--- src/rtl/fifo_rptr_empty.sv ---
// Read-side pointer and empty-flag logic for an asynchronous FIFO (optional level/almost-empty via FIFO_RD_LEVEL_EN).
// Latency: R_ptr/R_empty/R_level/R_aempty update on the same R_CLK edge that performs a pop; R_addr follows rbin combinationally.
// Backpressure: pops are gated by R_empty; a read attempted while empty is dropped and recorded in sticky R_underflow.
module fifo_rptr_empty #(
    parameter int ADDR_FIFO     = 4,
    parameter int AEMPTY_THRESH = 2
) (
    input  logic                 R_CLK,
    input  logic                 R_rst_n,
    input  logic                 R_inc,
    input  logic [ADDR_FIFO:0]   Rq2_wptr,
    input  logic                 R_underflow_clr,
    output logic [ADDR_FIFO-1:0] R_addr,
    output logic [ADDR_FIFO:0]   R_ptr,
    output logic                 R_empty,
    output logic                 R_underflow
`ifdef FIFO_RD_LEVEL_EN
    ,
    output logic [ADDR_FIFO:0]   R_level,
    output logic                 R_aempty
`endif
);

    localparam int PTR_W = ADDR_FIFO + 1;

    logic [PTR_W-1:0] rbin;
    logic [PTR_W-1:0] rbin_next;
    logic [PTR_W-1:0] rgray_next;
    logic             pop;

    // A pop is only honoured while the registered empty flag is clear.
    always_comb begin
        pop        = R_inc & ~R_empty;
        rbin_next  = rbin + PTR_W'(pop);
        rgray_next = (rbin_next >> 1) ^ rbin_next;
    end

    assign R_addr = rbin[ADDR_FIFO-1:0];

    // Pointer and empty registers; empty compares the post-pop Gray pointer so there is no bubble.
    always_ff @(posedge R_CLK or negedge R_rst_n) begin
        if (!R_rst_n) begin
            rbin    <= '0;
            R_ptr   <= '0;
            R_empty <= 1'b1;
        end else begin
            rbin    <= rbin_next;
            R_ptr   <= rgray_next;
            R_empty <= (rgray_next == Rq2_wptr);
        end
    end

    // Sticky underflow: a new underflow wins over a simultaneous clear.
    always_ff @(posedge R_CLK or negedge R_rst_n) begin
        if (!R_rst_n) begin
            R_underflow <= 1'b0;
        end else if (R_inc && R_empty) begin
            R_underflow <= 1'b1;
        end else if (R_underflow_clr) begin
            R_underflow <= 1'b0;
        end
    end

`ifdef FIFO_RD_LEVEL_EN
    localparam logic [PTR_W-1:0] AEMPTY_LVL = PTR_W'(AEMPTY_THRESH);

    logic [PTR_W-1:0] wbin_s;
    logic [PTR_W-1:0] level_next;

    // Gray-to-binary of the synchronized write pointer, then modular distance to the post-pop read pointer.
    always_comb begin
        wbin_s = '0;
        for (int i = 0; i < PTR_W; i++) begin
            wbin_s[i] = ^(Rq2_wptr >> i);
        end
        level_next = wbin_s - rbin_next;
    end

    // Registered fill level and almost-empty flag, aligned with R_empty.
    always_ff @(posedge R_CLK or negedge R_rst_n) begin
        if (!R_rst_n) begin
            R_level  <= '0;
            R_aempty <= 1'b1;
        end else begin
            R_level  <= level_next;
            R_aempty <= (level_next <= AEMPTY_LVL);
        end
    end
`endif

endmodule

--- config.mk ---
export PLATFORM = sky130hd
export DESIGN_NAME = fifo_rptr_empty
export DESIGN_NICKNAME = d
export VERILOG_FILES = /design/src/rtl/fifo_rptr_empty.sv
export SDC_FILE = /design/constraint.sdc
export NUM_CORES = 1
export LEC_CHECK = 0
export ABC_AREA = 1
export CORE_MARGIN = 3
export CORE_UTILIZATION = 45
export CTS_BUF_LIST = sky130_fd_sc_hd__clkbuf_4
export DETAILED_ROUTE_END_ITERATION = 8
export PLACE_DENSITY = 0.82
export SLEW_MARGIN = 20
export SYNTH_ARGS = -nofsm -noshare
export SYNTH_HDL_FRONTEND = slang
export SYNTH_SLANG_ARGS = --single-unit
--- constraint.sdc ---
create_clock -name R_CLK -period 2.1 [get_ports R_CLK]
set_input_delay 0.42 -clock R_CLK [delete_from_list [all_inputs] [get_ports R_CLK]]
set_output_delay 0.42 -clock R_CLK [all_outputs]
set_load 0.01 [all_outputs]
# Yosys cells after proc, flatten, opt, wreduce, memory -nomap -nowiden

Cells that the tools add are included.

Input bits: 9
Word-level logic and storage cells: 13
Output and inout bits: 11
Bits in registers: 12

$add $sub $neg: 1
Reduce and logical (&&, ||, !) cells: 2
Equal/unequal tests: 1
Multiplexer cells: 2
Bitwise operators: 3

Operator list:

| kind                 | count |
|---|---|
| adder 5 x 1 -> 5 bit | 1 |
| equality test 5 bit  | 1 |
| XOR 4 x 5 -> 5 bit   | 1 |
| two-way mux 1 bit    | 2 |
| nonzero test 2 bit   | 1 |
| AND 1 bit            | 1 |
| logical AND 1 bit    | 1 |
| NOT 1 bit            | 1 |

# Logic depth before layout (Yosys ltp)

Gate-level depths: netlist of run 1.

Depth in word-level cells: 5
Depth in mapped cells: 13
Mapped depth without buffers: 13

# Worst setup path before layout of run 1

Ideal clock, no wire load.

Path kind: reg-to-reg
From: reg R_empty
To: reg R_empty
Cell stages (with the launch flop): 13
Slack: 0.335 ns
Path buffers: 0
Clock period less this slack: 1.765 ns
Setup time: 0.067 ns
Required time: 2.033 ns
Data arrival time: 1.698 ns
Path through: dfstp_2 nor2_1 ha_1 ha_1 inv_1 nand2_1 nand2_1 nand2_1 nand2_1 nand3_1 nor2_1 nand2_1 nor2_1

Word-level cells in the longest chain between the ends: 5

RTL lines:

| element                  | RTL line | RTL |
|---|---|---|
| start: declaration       | 15       | `output logic R_empty,` |
| start signal: assignment | 49       | `R_empty <= (rgray_next == Rq2_wptr);` |
| NOT 1 bit                | 33       | `pop = R_inc & ~R_empty;` |
| AND 1 bit                | 33       |  |
| adder 5 x 1 -> 5 bit     | 34       | `rbin_next = rbin + PTR_W'(pop);` |
| net rbin_next[1]         | 27       | `logic [PTR_W-1:0] rbin_next;` |
| XOR 4 x 5 -> 5 bit       | 35       | `rgray_next = (rbin_next >> 1) ^ rbin_next;` |
| net rgray_next[0]        | 28       | `logic [PTR_W-1:0] rgray_next;` |
| equality test 5 bit      | 49       |  |

The timed path passes the listed nets, and every way through them passes these cells.
A chain may end at the register's enable or synchronous reset.

# Worst setup path after layout of run 1

From: in R_inc
To: reg R_empty

Word-level cells in the longest chain between the ends: 4

RTL lines:

| element              | RTL line | RTL |
|---|---|---|
| start: declaration   | 10       | `input logic R_inc,` |
| AND 1 bit            | 33       |  |
| adder 5 x 1 -> 5 bit | 34       |  |
| net rbin_next[1]     | 27       |  |
| XOR 4 x 5 -> 5 bit   | 35       |  |
| net rgray_next[0]    | 28       |  |
| equality test 5 bit  | 49       |  |

The timed path passes the listed nets, and every way through them passes these cells.

==> results.ini, run 1 <==
[floorplanning]
row_count = 12
die_height_um = 42.3
die_x_um = 42.3
ios = 20
die-area_um2 = 1790
start_util_pct = 50.5
coreArea_um2 = 1170

[timing]
setup_viol = 0
fmax_mhz = 507
hold_viol = 0
whs_ns = 0.480
slew_headroom_pct = 66.9
finalCritPeriodShare_pct = 93.9
clock_skew_ns = 0.00111
tightest_slew_ns = 0.495
final_max_slew_viol_count = 0
fin_crit_ns = 1.97

[finish]
antenna_cells = 0
area_growth_pct = 48.6
final_layout_size_suffix_gt1_share_pct = 21.9
utilization_pct = 75.1
nets = 117

[pwr]
power_density_nw_per_um2 = 1600
netSwitchingPower_mw = 0.591
pwr-share-clk_pct = 11.4
p_leak_nw = 0.442
p_seq_share_pct = 28.3
p_int_mw = 0.819
switching_share_pct = 41.9
p_comb_share_pct = 60.2
vdd_ir_drop_max_v = 0.000830

[logic_synthesis]
synth-seq-cells = 11
seq_area_frac_synth_pct = 46.7
post-synth-top-area-cell = dfrtp_1
ys_warn_count = 0
avgSynthCellArea_um2 = 7.59
synth_top_area_share_pct = 42.3
synth_fp_nets = 89
synth_cell_types = 12
netlist_top_cells_area = dfrtp_1 42%, nand2_1 15%, nand3_1 11%
netlist_area_um2 = 592
postSynthCellCount = 78

[place]
globalplace.congestion = 0.746
port_buffers = 19
dp_hpwl_um = 1050

[worst_hold_path]
min_path_type = input pin to asynchronous set/reset pin

[worst_setup_path]
rr_worst_depth = 12
end_kind = flop
crit_type = input pin to flop
arrival_ns = 2.18
critical_path.max_fanout = 4
worstPathRequired_ns = 2.31
startpoint_type = input pin

[run]
drv_cap = 0

[route]
routed_wl_um = 1330
ant_nets = 0
firstDrtPassIters = 4
drc = 0
viasPerCell = 5.10
vias = 607
avgRoutedWirePerCell_um = 11.2
drt_iter0_markers = 9

[grt]
overflow = 0
grt_max_degree = 12
antenna_found_initial = 0
grt_pass1_wl_um = 2360
grt_usage_pct = 17.4
grt_pass1_vias = 599

[clocking]
post_cts_buffers = 0
clk_path_buf_depth = 2
path_clk_slew_ns = 0.07
cts_root_buffer = clkbuf_4
cts_tree = done
ctsHtreeMaxLevel = 1
clkLatencyLatePin_ns = 0.27
cts_num_sinks = 11
numCtsBuffers = 3

[run_status]
status = complete, no violations

## cell families after synthesis
family | after synthesis | synth area share [%]
buffers and inverters | 14 | 8.88
and+or+nand+nor | 50 | 39.3
adders and majority gates | 2 | 4.23
AOI/OAI and AO/OA | 1 | 0.845
DFF | 11 | 46.7
## cell usage after synthesis (all sizes together)
library cell,instances
nand2,30
inv,14
nand3,13
dfrtp,10
nand4,3
nor2,3
ha,2
dfstp,1
nand3b,1
o21ai,1
## routing by layer
layer | vias up | GRT usage [%] | share of wire (%) | routed length [um]
li1 | 300 | - | - | -
met1 | 278 | 16.6 | 41 | 544
met2 | 25 | 32.2 | 51 | 677
met3 | 4 | 6.01 | 6.5 | 86
met4 | 0 | 8.70 | 1.4 | 19
met5 | - | 0 | 0 | 0
## final timing paths
check	start	to	slack (ns)
hold reg to reg	R_underflow	R_underflow	0.54
max in group asynchronous	R_rst_n	R_empty	1.27
setup / recovery	R_inc	R_empty	0.13
min in group R_CLK	R_underflow	R_underflow	0.54
setup reg to reg	R_empty	R_empty	0.30
hold / removal	R_rst_n	R_ptr[3]	0.48
## power by group through the flow
stage | sequential [mW] | combinational (mW) | clock (mW)
finish | 0.400 | 0.849 | 0.161
global route | 0.417 | 0.950 | 0.177
CTS | 0.393 | 0.811 | 0.163
detailed placement | 0.398 | 0.807 | 0
global placement | 0.393 | 0.785 | 0
floorplan | 0.435 | 0.418 | 0
## worst max-delay path: stages
cell,delay (ns)
clkdlybuf4s50_1,0.48
inv_1,0.06
nor2_2,0.10
ha_2,0.21
ha_4,0.21
inv_2,0.06
nand2_1,0.06
nand2_1,0.08
nand2_1,0.05
nand2_1,0.06
nand3_1,0.07
nor2_1,0.13
nand2_1,0.08
nor2_2,0.11
## sequential cells by signal, summed over array words and instances, names as in the netlist
signal       count
R_empty          1
rbin             4
R_ptr            5
R_underflow      1
## metrics by stage
| stage | cell area (um2) | setup TNS, ns | instances | setup WS (ns) | total power, mW |
|---|---|---|---|---|---|
| 2_1_floorplan | 592 | 0 | 78 | 0.335 | 0.853 |
| 3_3_place_gp | 830 | -0.165 | 115 | -0.165 | 1.18 |
| 3_5_place_dp | 830 | -0.193 | 115 | -0.193 | 1.21 |
| 4_1_cts | 860 | 0 | 119 | 0.0819 | 1.37 |
| 5_1_grt | 880 | -0.0163 | 119 | -0.0163 | 1.54 |
| 6_report | 880 | 0 | 119 | 0.128 | 1.41 |
## final cells by class
cell class / instances / area, um2
timing repair buffer: 23 / 220
clock buffer: 4 / 30.0
fill: 91 / 292
inverter: 14 / 52.6
multi-input combinational: 53 / 283
tap: 14 / 17.5
sequential: 11 / 277
## cell usage in the layout, fill, tap and decap left out
cell             synthesis  final
nor2_2                   0      2
buf_4                    0      4
nand3_1                 13     13
inv_1                   12     11
ha_4                     0      1
dfstp_2                  1      1
dfrtp_1                 10     10
inv_2                    2      3
clkdlybuf4s50_1          0     19
nor2_1                   3      1
nand3b_1                 1      1
o21ai_0                  1      1
ha_2                     0      1
clkbuf_4                 0      4
nand2_1                 23     23
nand2_2                  7      7
nand4_1                  3      3
## what timing repair did
item,in CTS,in global routing
hold buffers,0,0
gates resized for setup,0,6
endpoints found under the setup margin,0,1
(Power assumes the default switching activity.)
==> run 2, diff against run 1 <==
Settings changed: CORE_UTILIZATION 45 to 43, CTS_BUF_LIST sky130_fd_sc_hd__clkbuf_4 to default, PLACE_DENSITY 0.82 to 0.79.
==> results.ini, run 2 (synthesis gave the netlist of run 1 again) <==
[worst_setup_path]
rr_worst_depth = 12
slowest_stage = clkdlybuf4s50_1
critical_path.max_fanout = 4
crit_type = input pin to flop
cp_cell_sequence = clkdlybuf4s50_1 > inv_1 > nor2_1 > ha_2 > ha_4 > inv_2 > nand2_1 > nand2_1 > nand2_1 > nand2_1 > nand3_1 > nor2_1 > nand2_1 > nor2_2
r2r_start = R_empty
r2r-end = R_empty
end_kind = flop
rrSetupSlack_ns = 0.38
worstPathRequired_ns = 2.31
arrival_ns = 2.08
worst_path_most_repeated_cell = nand2_1
startpoint_type = input pin
slowest_delay_ns = 0.48

[timing]
tightest_slew_ns = 0.497
final_max_slew_viol_count = 0
fin_crit_ns = 1.87
finalSetupTns_ns = 0
setup_viol = 0
finalCritPeriodShare_pct = 89.2
rsz0062_at_grt = no
clock_skew_ns = 0.00160
hold_viol = 0
slew_headroom_pct = 66.8
fmax_mhz = 534

[run_status]
status = complete, no violations

[place]
globalplace.congestion = 0.718
port_buffers = 19
place_inst = 117
placed_area_um2 = 845
dp_hpwl_um = 1050

[floorplanning]
die_x_um = 43.1
row_count = 12
ios = 20
coreArea_um2 = 1200
die_height_um = 43.1
die-area_um2 = 1860
start_util_pct = 49.3

[clocking]
post_cts_buffers = 0
numCtsBuffers = 3
cts_root_buffer = clkbuf_4
ctsHtreeMaxLevel = 1
cts_num_sinks = 11
clk_path_buf_depth = 2
clkLatencyLatePin_ns = 0.26
cts_tree = done
cts_resized = 0
cts_hold_buf = 0
path_clk_slew_ns = 0.07

[grt]
antenna_found_initial = 0
grt_pass1_vias = 575
grt_max_degree = 12
overflow = 0
grt_usage_pct = 17.3
grt_pass1_wl_um = 2400

[route]
viasPerCell = 5.07
ant_nets = 0
routed_wl_um = 1390
avgRoutedWirePerCell_um = 11.4
drt_iter0_markers = 13
drc = 0
firstDrtPassIters = 4
vias = 613

[pwr]
power_density_nw_per_um2 = 1630
vdd_ir_drop_max_v = 0.00100
p_leak_nw = 0.449
p_total_mw = 1.44

[finish]
postLayoutCellArea_um2 = 888
largest_reg_flops = 5
final_common_cell = nand2_1
utilization_pct = 74.0
antenna_cells = 0
top_register = R_ptr
finalNonFillerCells = 121
nets = 119
area_growth_pct = 50.1
final_cell_mix = 23 x nand2_1, 19 x clkdlybuf4s50_1, 13 x nand3_1, 11 x inv_1, 10 x dfrtp_1
reg_top3 = R_ptr: 5 flops, rbin: 4 flops
final_layout_size_suffix_gt1_share_pct = 21.5
nFillCells = 104

[worst_hold_path]
min_path_type = input pin to asynchronous set/reset pin

[run]
drv_cap = 0

==> run 2: cell types whose count changed in the layout (fill, tap and decap cells not counted), sizes merged <==
cell	change
buf	+2
==> run 2: area by class of cell <==
cell class              count  area (um2)  area share [%]
repair buffers             25         235            26.5
well taps                  14        17.5            1.97
flip-flops and latches     11         277            31.1
inverters                  14        52.6            5.92
clock buffers               4        26.3            2.96
multi-input cells          53         280            31.5
==> run 2: worst max path at each step <==
stage	end	cells after the start	startpoint
3_5_place_dp	R_empty	14	R_inc
5_1_grt	R_empty	14	R_inc
2_1_floorplan	R_empty	12	R_empty
3_3_place_gp	R_empty	14	R_inc
6_report	R_empty	14	R_inc
4_1_cts	R_empty	14	R_inc
==> run 2: routing by layer <==
metal / share of wire [%] / global-route usage (%) / vias up
met5: 0 / 0 / -
met4: 1.6 / 7.23 / 0
met3: 7.3 / 7.20 / 6
met2: 48 / 27.7 / 26
met1: 43 / 20.1 / 274
li1: - / - / 307
==> run 2: worst max-delay path: cells and delay by family <==
kind	cells	cell delay [ns]
simple gates	9	0.66
buf+inv	3	0.58
fa+ha+maj	2	0.42
==> run 2: power by group <==
group,switching [mW],total [mW],internal [mW]
Sequential,0.0885,0.404,0.316
Clock,0.0732,0.147,0.0734
Combinational,0.446,0.893,0.447
==> run 2: stage by stage <==
step	hold WS (ns)	worst slack [ns]
after floorplan	0.124	0.335
after global placement	0.512	-0.0764
after detailed placement	0.538	-0.128
after CTS	0.504	0.136
after global routing	0.516	0.0377
final	0.484	0.228
